[src/rtl/message_framer_if.sv]
// Upstream payload handshake and line-side byte stream of the message framer.
interface message_framer_if;
    logic [7:0] din;
    logic       din_vld;
    logic       din_sop;
    logic       din_eop;
    logic       din_type;
    logic       din_rdy;
    logic [7:0] dout;
    logic       dout_sop;
    logic       dout_eop;
    logic       dout_vld;
    logic       err;

    // Payload source and line sink.
    modport master (
        output din, din_vld, din_sop, din_eop, din_type,
        input  din_rdy, dout, dout_sop, dout_eop, dout_vld, err
    );

    // The framer itself.
    modport slave (
        input  din, din_vld, din_sop, din_eop, din_type,
        output din_rdy, dout, dout_sop, dout_eop, dout_vld, err
    );
endinterface

[src/rtl/message_framer.sv]
// Store-and-forward line framer: buffers one payload message, then emits
// preamble, SFD, type, optional length, payload and a 32-bit additive FCS
// as a gap-free byte stream, followed by an inter-frame gap.
module message_framer #(
    parameter int unsigned BUF_DEPTH = 256,
    parameter int unsigned CTRL_LEN  = 64,
    parameter int unsigned IFG       = 12
) (
    input  logic            clk,
    input  logic            rst,
    message_framer_if.slave bus
);

    localparam int unsigned AW        = (BUF_DEPTH > 1) ? $clog2(BUF_DEPTH) : 1;
    localparam logic [15:0] BufLimit  = 16'(BUF_DEPTH);
    localparam logic [15:0] CtrlLimit = 16'(CTRL_LEN);
    localparam logic [15:0] IfgLimit  = 16'(IFG);

    typedef enum logic [3:0] {
        StCollect, StPre, StSfd, StType, StLenH, StLenL, StPayload, StFcs, StGap
    } state_e;

    state_e state_q, state_d;

    logic        open_q, open_d;    // a message has started (sop seen, no eop yet)
    logic        ctype_q, ctype_d;  // 1 = control frame
    logic        ovf_q, ovf_d;      // overflow already reported for this message
    logic [15:0] cnt_q, cnt_d;      // stored payload bytes
    logic [15:0] step_q, step_d;    // payload index / FCS byte number / gap cycle
    logic [31:0] fcs_q, fcs_d;
    logic        err_q, err_d;

    logic [7:0]    mem [BUF_DEPTH];
    logic          wr_en;
    logic [AW-1:0] wr_addr;
    logic [7:0]    wr_data;
    logic [AW-1:0] rd_addr;
    logic [7:0]    pf_q;            // prefetched buffer byte at payload index step_q

    logic [7:0] dout_q, dout_d;
    logic       sop_q, sop_d;
    logic       eop_q, eop_d;
    logic       vld_q, vld_d;
    logic       rdy_q, rdy_d;

    logic        accept;
    logic [15:0] tx_len;
    logic [15:0] limit;
    logic [7:0]  pay_byte;

    assign accept   = bus.din_vld && (state_q == StCollect);
    assign tx_len   = ctype_q ? CtrlLimit : cnt_q;
    assign limit    = ctype_q ? CtrlLimit : BufLimit;
    // Control frames pad positions beyond the received count with zeros.
    assign pay_byte = (step_q < cnt_q) ? pf_q : 8'h00;

    // State register.
    always_ff @(posedge clk) begin
        if (rst) begin
            state_q <= StCollect;
        end else begin
            state_q <= state_d;
        end
    end

    // Next state, collection bookkeeping and FCS accumulation.
    always_comb begin
        state_d = state_q;
        open_d  = open_q;
        ctype_d = ctype_q;
        ovf_d   = ovf_q;
        cnt_d   = cnt_q;
        step_d  = step_q;
        fcs_d   = fcs_q;
        err_d   = 1'b0;
        wr_en   = 1'b0;
        wr_addr = cnt_q[AW-1:0];
        wr_data = bus.din;

        unique case (state_q)
            StCollect: begin
                if (accept) begin
                    if (bus.din_sop) begin
                        // A second sop discards the partial message.
                        err_d   = open_q;
                        open_d  = 1'b1;
                        ctype_d = bus.din_type;
                        ovf_d   = 1'b0;
                        cnt_d   = 16'd1;
                        wr_en   = 1'b1;
                        wr_addr = '0;
                    end else if (open_q) begin
                        if (cnt_q < limit) begin
                            wr_en = 1'b1;
                            cnt_d = cnt_q + 16'd1;
                        end else if (!ovf_q) begin
                            err_d = 1'b1;
                            ovf_d = 1'b1;
                        end
                    end
                    if (bus.din_eop && (bus.din_sop || open_q)) begin
                        open_d  = 1'b0;
                        state_d = StPre;
                        step_d  = '0;
                        fcs_d   = '0;
                    end
                end
            end
            StPre:  state_d = StSfd;
            StSfd:  state_d = StType;
            StType: state_d = ctype_q ? StPayload : StLenH;
            StLenH: state_d = StLenL;
            StLenL: state_d = StPayload;
            StPayload: begin
                if (step_q >= tx_len) begin
                    state_d = StFcs;
                    step_d  = 16'd1;
                end
            end
            StFcs: begin
                if (step_q == 16'd4) begin
                    state_d = (IFG == 0) ? StCollect : StGap;
                    step_d  = 16'd1;
                end else begin
                    step_d = step_q + 16'd1;
                end
            end
            StGap: begin
                if (step_q >= IfgLimit) begin
                    state_d = StCollect;
                    step_d  = '0;
                end else begin
                    step_d = step_q + 16'd1;
                end
            end
            default: state_d = StCollect;
        endcase

        // Every cycle that puts a payload byte on the line advances the index.
        if (state_d == StPayload) begin
            step_d = step_q + 16'd1;
            fcs_d  = fcs_q + {24'h0, pay_byte};
        end

        rd_addr = (state_d == StPayload) ? step_d[AW-1:0] : '0;
    end

    // Line outputs for the state being entered, so they can be registered.
    always_comb begin
        dout_d = 8'h00;
        sop_d  = 1'b0;
        eop_d  = 1'b0;
        vld_d  = 1'b1;
        rdy_d  = (state_d == StCollect);
        unique case (state_d)
            StPre: begin
                dout_d = 8'h55;
                sop_d  = 1'b1;
            end
            StSfd:     dout_d = 8'hD5;
            StType:    dout_d = ctype_q ? 8'h00 : 8'hD5;
            StLenH:    dout_d = cnt_q[15:8];
            StLenL:    dout_d = cnt_q[7:0];
            StPayload: dout_d = pay_byte;
            StFcs: begin
                case (step_d[2:0])
                    3'd1:    dout_d = fcs_q[31:24];
                    3'd2:    dout_d = fcs_q[23:16];
                    3'd3:    dout_d = fcs_q[15:8];
                    default: dout_d = fcs_q[7:0];
                endcase
                eop_d = (step_d == 16'd4);
            end
            default: vld_d = 1'b0;
        endcase
    end

    // Control registers and registered outputs.
    always_ff @(posedge clk) begin
        if (rst) begin
            open_q  <= 1'b0;
            ctype_q <= 1'b0;
            ovf_q   <= 1'b0;
            cnt_q   <= '0;
            step_q  <= '0;
            fcs_q   <= '0;
            err_q   <= 1'b0;
            dout_q  <= 8'h00;
            sop_q   <= 1'b0;
            eop_q   <= 1'b0;
            vld_q   <= 1'b0;
            rdy_q   <= 1'b1;
        end else begin
            open_q  <= open_d;
            ctype_q <= ctype_d;
            ovf_q   <= ovf_d;
            cnt_q   <= cnt_d;
            step_q  <= step_d;
            fcs_q   <= fcs_d;
            err_q   <= err_d;
            dout_q  <= dout_d;
            sop_q   <= sop_d;
            eop_q   <= eop_d;
            vld_q   <= vld_d;
            rdy_q   <= rdy_d;
        end
    end

    // Payload buffer with one-ahead read so payload bytes stream without bubbles.
    always_ff @(posedge clk) begin
        if (wr_en) begin
            mem[wr_addr] <= wr_data;
        end
        pf_q <= mem[rd_addr];
    end

    assign bus.din_rdy  = rdy_q;
    assign bus.dout     = dout_q;
    assign bus.dout_sop = sop_q;
    assign bus.dout_eop = eop_q;
    assign bus.dout_vld = vld_q;
    assign bus.err      = err_q;

endmodule

[src/flat_wrapper.sv]
// flat-port wrapper written by rule: the top's interface ports become plain ports
module message_framer_flat 
#(
    parameter int unsigned BUF_DEPTH = 256,
    parameter int unsigned CTRL_LEN  = 64,
    parameter int unsigned IFG       = 12
)
  (clk, rst, bus_din, bus_din_vld, bus_din_sop, bus_din_eop, bus_din_type, bus_din_rdy, bus_dout, bus_dout_sop, bus_dout_eop, bus_dout_vld, bus_err);
  message_framer_if bus_i ();
  input  logic clk;
  input  logic rst;
  input wire logic [$bits(bus_i.din)-1:0] bus_din;
  input wire logic [$bits(bus_i.din_vld)-1:0] bus_din_vld;
  input wire logic [$bits(bus_i.din_sop)-1:0] bus_din_sop;
  input wire logic [$bits(bus_i.din_eop)-1:0] bus_din_eop;
  input wire logic [$bits(bus_i.din_type)-1:0] bus_din_type;
  output wire logic [$bits(bus_i.din_rdy)-1:0] bus_din_rdy;
  output wire logic [$bits(bus_i.dout)-1:0] bus_dout;
  output wire logic [$bits(bus_i.dout_sop)-1:0] bus_dout_sop;
  output wire logic [$bits(bus_i.dout_eop)-1:0] bus_dout_eop;
  output wire logic [$bits(bus_i.dout_vld)-1:0] bus_dout_vld;
  output wire logic [$bits(bus_i.err)-1:0] bus_err;
  assign bus_i.din = bus_din;
  assign bus_i.din_vld = bus_din_vld;
  assign bus_i.din_sop = bus_din_sop;
  assign bus_i.din_eop = bus_din_eop;
  assign bus_i.din_type = bus_din_type;
  assign bus_din_rdy = bus_i.din_rdy;
  assign bus_dout = bus_i.dout;
  assign bus_dout_sop = bus_i.dout_sop;
  assign bus_dout_eop = bus_i.dout_eop;
  assign bus_dout_vld = bus_i.dout_vld;
  assign bus_err = bus_i.err;
  message_framer #(.BUF_DEPTH(BUF_DEPTH), .CTRL_LEN(CTRL_LEN), .IFG(IFG)) u_core (.clk(clk), .rst(rst), .bus(bus_i));
endmodule
[config.mk]
export PLATFORM = sky130hd
export DESIGN_NAME = message_framer_flat
export DESIGN_NICKNAME = d
export VERILOG_FILES = /design/src/rtl/message_framer_if.sv /design/src/rtl/message_framer.sv /design/src/flat_wrapper.sv
export SDC_FILE = /design/constraint.sdc
export NUM_CORES = 2
export LEC_CHECK = 0
export CAP_MARGIN = 20
export CORE_MARGIN = 5
export CORE_UTILIZATION = 35
export CTS_CLUSTER_DIAMETER = 80
export CTS_CLUSTER_SIZE = 20
export DETAILED_ROUTE_END_ITERATION = 7
export PLACE_DENSITY = 0.55
export SLEW_MARGIN = 40
export SYNTH_ARGS = -nofsm -noshare
export SYNTH_HDL_FRONTEND = slang
export SYNTH_SLANG_ARGS = --single-unit
[constraint.sdc]
create_clock -name clk -period 11.6 [get_ports clk]
set_clock_uncertainty 0.05 [all_clocks]
set_input_delay 2.32 -clock clk [delete_from_list [all_inputs] [get_ports clk]]
set_output_delay 2.32 -clock clk [all_outputs]
set_load 0.02 [all_outputs]
==> key figures <==
Status
  • Status: complete, no violations

GRT
  • First-pass GRT wire length: 428,000 um
  • Largest net degree at the start of global routing: 142
  • GRT overflow: 0
  • Vias in the first global route: 52,200
  • Gr usage total: 23.4%
  • Initial antenna violation count: 17

Synth
  • Syn avg cell area: 14.8 sq um
  • Synth cell types: 85
  • Yosys Warn Count: 0
  • Cell count after synthesis: 5,845
  • Post-synth EDFFs: 2,048
  • Post-synthesis register bit count: 2,140
  • Synth top area share: 71.0%
  • Sequential fraction of the synthesis area: 73.2%
  • Leading area contributor after synthesis: edfxtp_1
  • Synthesized Nets: 5,904
  • FFs w/ async S/R, synth: 0%
  • Most used DFF post-synth: edfxtp_1
  • Mapped Area: 86,600 sq um
  • Synth area leaders: edfxtp_1 (71%), mux2i_1 (3.4%), nand2_1 (2.7%)

Clock network
  • Later-pin clock latency in the skew report: 0.83 ns
  • Reg clk slew, reported paths: 0.09 ns
  • CTS max path bufs: 3
  • CTS root buf: clkbuf_16
  • CTS buffer count: 133
  • Postcts setup bufs: 0
  • CTS tree: yes
  • CTS sink cnt: 2,140
  • Cts hold-fix bufs: 0
  • Post_cts resized: 0
  • H-tree depth: 4

Cells and area
  • Commonest non-fill, non-tap cell in the layout: edfxtp_1
  • Final Cell Area: 95,800 sq um
  • Fraction of layout cells with a size suffix above 1: 13.3%
  • Finished Layout Cells: 9,178
  • Layout area overhead: 10.7%
  • Most frequent cells in the layout: edfxtp_1 (2,048), nand2_1 (612), nor2_1 (372)
  • Multi-input gate area: 22,300 sq um
  • Layout fillers: 22,700
  • Final #Nets: 5,861
  • Final Util: 38.9%
  • Total area of sequential cells: 63,300 sq um

Min path
  • Worst hold path type: flip-flop to flip-flop
  • HP Start: u_core.ovf_q$_SDFFE_PP0P_

Timing
  • Max_slew headroom: 35.5%
  • Worst-Margin Slew: 0.968 ns
  • Max Freq: 132 MHz
  • Min cycle time layout: 7.56 ns
  • RSZ-0062 raised after global routing: false
  • Slack of the critical path: 4.04 ns
  • Setup TNS: 0 ns
  • Final Hold Vio Count: 0
  • Hold Slack: 0.417 ns
  • Final Slew Violations: 0
  • Final setup viols: 0
  • Final Cycle Share: 65.1%

Setup path
  • Startpoint types: input port
  • Worst Path Arrival: 8.20 ns
  • Crit Path Class: input port to flip-flop
  • Setup crit start: bus_din_sop
  • Worst R2R Start: u_core.step_q[0]$_SDFF_PP0_
  • CP required: 12.24 ns
  • Crit end category: flip-flop
  • CP Max Fanout: 79

Detailed routing
  • DRT iter0 DRCs: 9,284
  • Vias: 55,800
  • Routed wire length: 311,000 um
  • DRC: 0
  • Avg WL per Cell: 33.9 um
  • Via-to-Cell Ratio: 6.08
  • Antenna viol nets, final: 0
  • Total iterations of the first detailed-routing run: 6

Floorplanning
  • Die height: 507 um
  • Die ar.: 257,000 sq um
  • Core area: 246,000 sq um
  • Row cnt: 182
  • Boundary Pins: 27
  • Initial core utilization: 35.2%
  • Die Wd: 507 um

Place
  • Final RePlAce weighted congestion: 0.937
  • DP Area: 91,500 sq um
  • Placed Instances: 8,971
  • I/O Buffers: 26
  • Place WS: 3.47 ns
  • Final HPWL DP: 194,000 um

Run
  • Max-Cap Viols: 0

Pwr
  • Pwr/cell area: 143 nW/um^2
  • Leak pwr: 28.6 nW
  • Peak supply drop: 0.178 mV
  • Final Power: 13.7 mW
==> flip-flops by register name, summed over array words and instances, names as in the netlist <==
signal / count
u_core.open_q: 1
u_core.step_q: 16
u_core.pf_q: 8
u_core.state_q: 4
u_core.bus.din_rdy: 1
u_core.bus.err: 1
u_core.ovf_q: 1
u_core.bus.dout: 8
u_core.mem: 2048
u_core.ctype_q: 1
u_core.bus.dout_vld: 1
u_core.fcs_q: 32
u_core.bus.dout_eop: 1
u_core.bus.dout_sop: 1
u_core.cnt_q: 16
==> cell type report <==
class	count	share of cell area [%]
Antenna cell	7	0.0183
Clock buffer	153	3.61
Clock inverter	39	0.581
Inverter	39	0.158
Multi-Input combinational cell	3287	23.3
Sequential cell	2140	66.1
Tap cell	3312	4.32
Timing Repair Buffer	201	1.93
==> Yosys cell counts, types with 20 or more instances <==
master / n
a211oi_1: 64
a21oi_1: 186
a2bb2oi_1: 20
a31oi_1: 94
a32oi_1: 52
and3_1: 63
buf_1: 59
buf_2: 110
clkbuf_1: 191
dfxtp_1: 92
edfxtp_1: 2048
ha_1: 44
inv_1: 39
mux2_2: 74
mux2i_1: 290
mux4_2: 92
nand2_1: 624
nand3_1: 160
nand4_1: 51
nor2_1: 533
nor2b_1: 21
nor3_1: 81
nor4_1: 37
o211ai_1: 51
o21ai_0: 161
o221ai_1: 89
o22ai_1: 165
o31ai_1: 22
or3_1: 20
xnor2_1: 21
==> final timing paths <==
kind	end	slack [ns]	cells after the start
setup / recovery	u_core.pf_q[4]$_DFF_P_	4.04	14
hold / removal	u_core.ovf_q$_SDFFE_PP0P_	0.42	2
setup reg to reg	u_core.pf_q[4]$_DFF_P_	4.36	16
hold reg to reg	u_core.ovf_q$_SDFFE_PP0P_	0.42	2
==> report_power, final <==
part	internal, mW	switching, mW
clock network	2.27	2.69
logic	0.0543	0.228
registers	8.45	0.0133
total	10.8	2.93
==> worst max-delay path, cell delays in order <==
cell	delay, ns
clkdlybuf4s50_1	0.50
o211a_1	0.26
and2_1	0.26
or4_2	0.65
buf_4	0.34
nor2_8	0.41
nand2_8	0.47
buf_4	0.54
nand2_1	0.19
a31oi_1	0.10
o211ai_1	0.50
o311ai_1	0.36
a2111oi_1	0.92
nand4_1	0.17
==> cell families (layout without fill, tap and decap cells) <==
kind of cell    after synthesis  after routing  share of synthesized area (%)
xor+xnor                     26             26                          0.263
buf+inv                     418            432                           2.07
flops                      2140           2140                           73.2
simple gates               1658           1658                           8.45
mux                         456            456                           6.71
other cells                   0              7                              0
fa+ha+maj                    45             45                          0.659
compound gates             1102           1102                           8.69
==> routing by layer <==
layer	global-route usage (%)	part of all wire, %	up-vias
met1	32.4	39	28600
met2	34.8	43	3881
met5	0.685	0.070	-
met3	5.71	12	731
li1	-	-	22700
met4	11.0	5.5	6
Power figures use the tool's default switching activity.
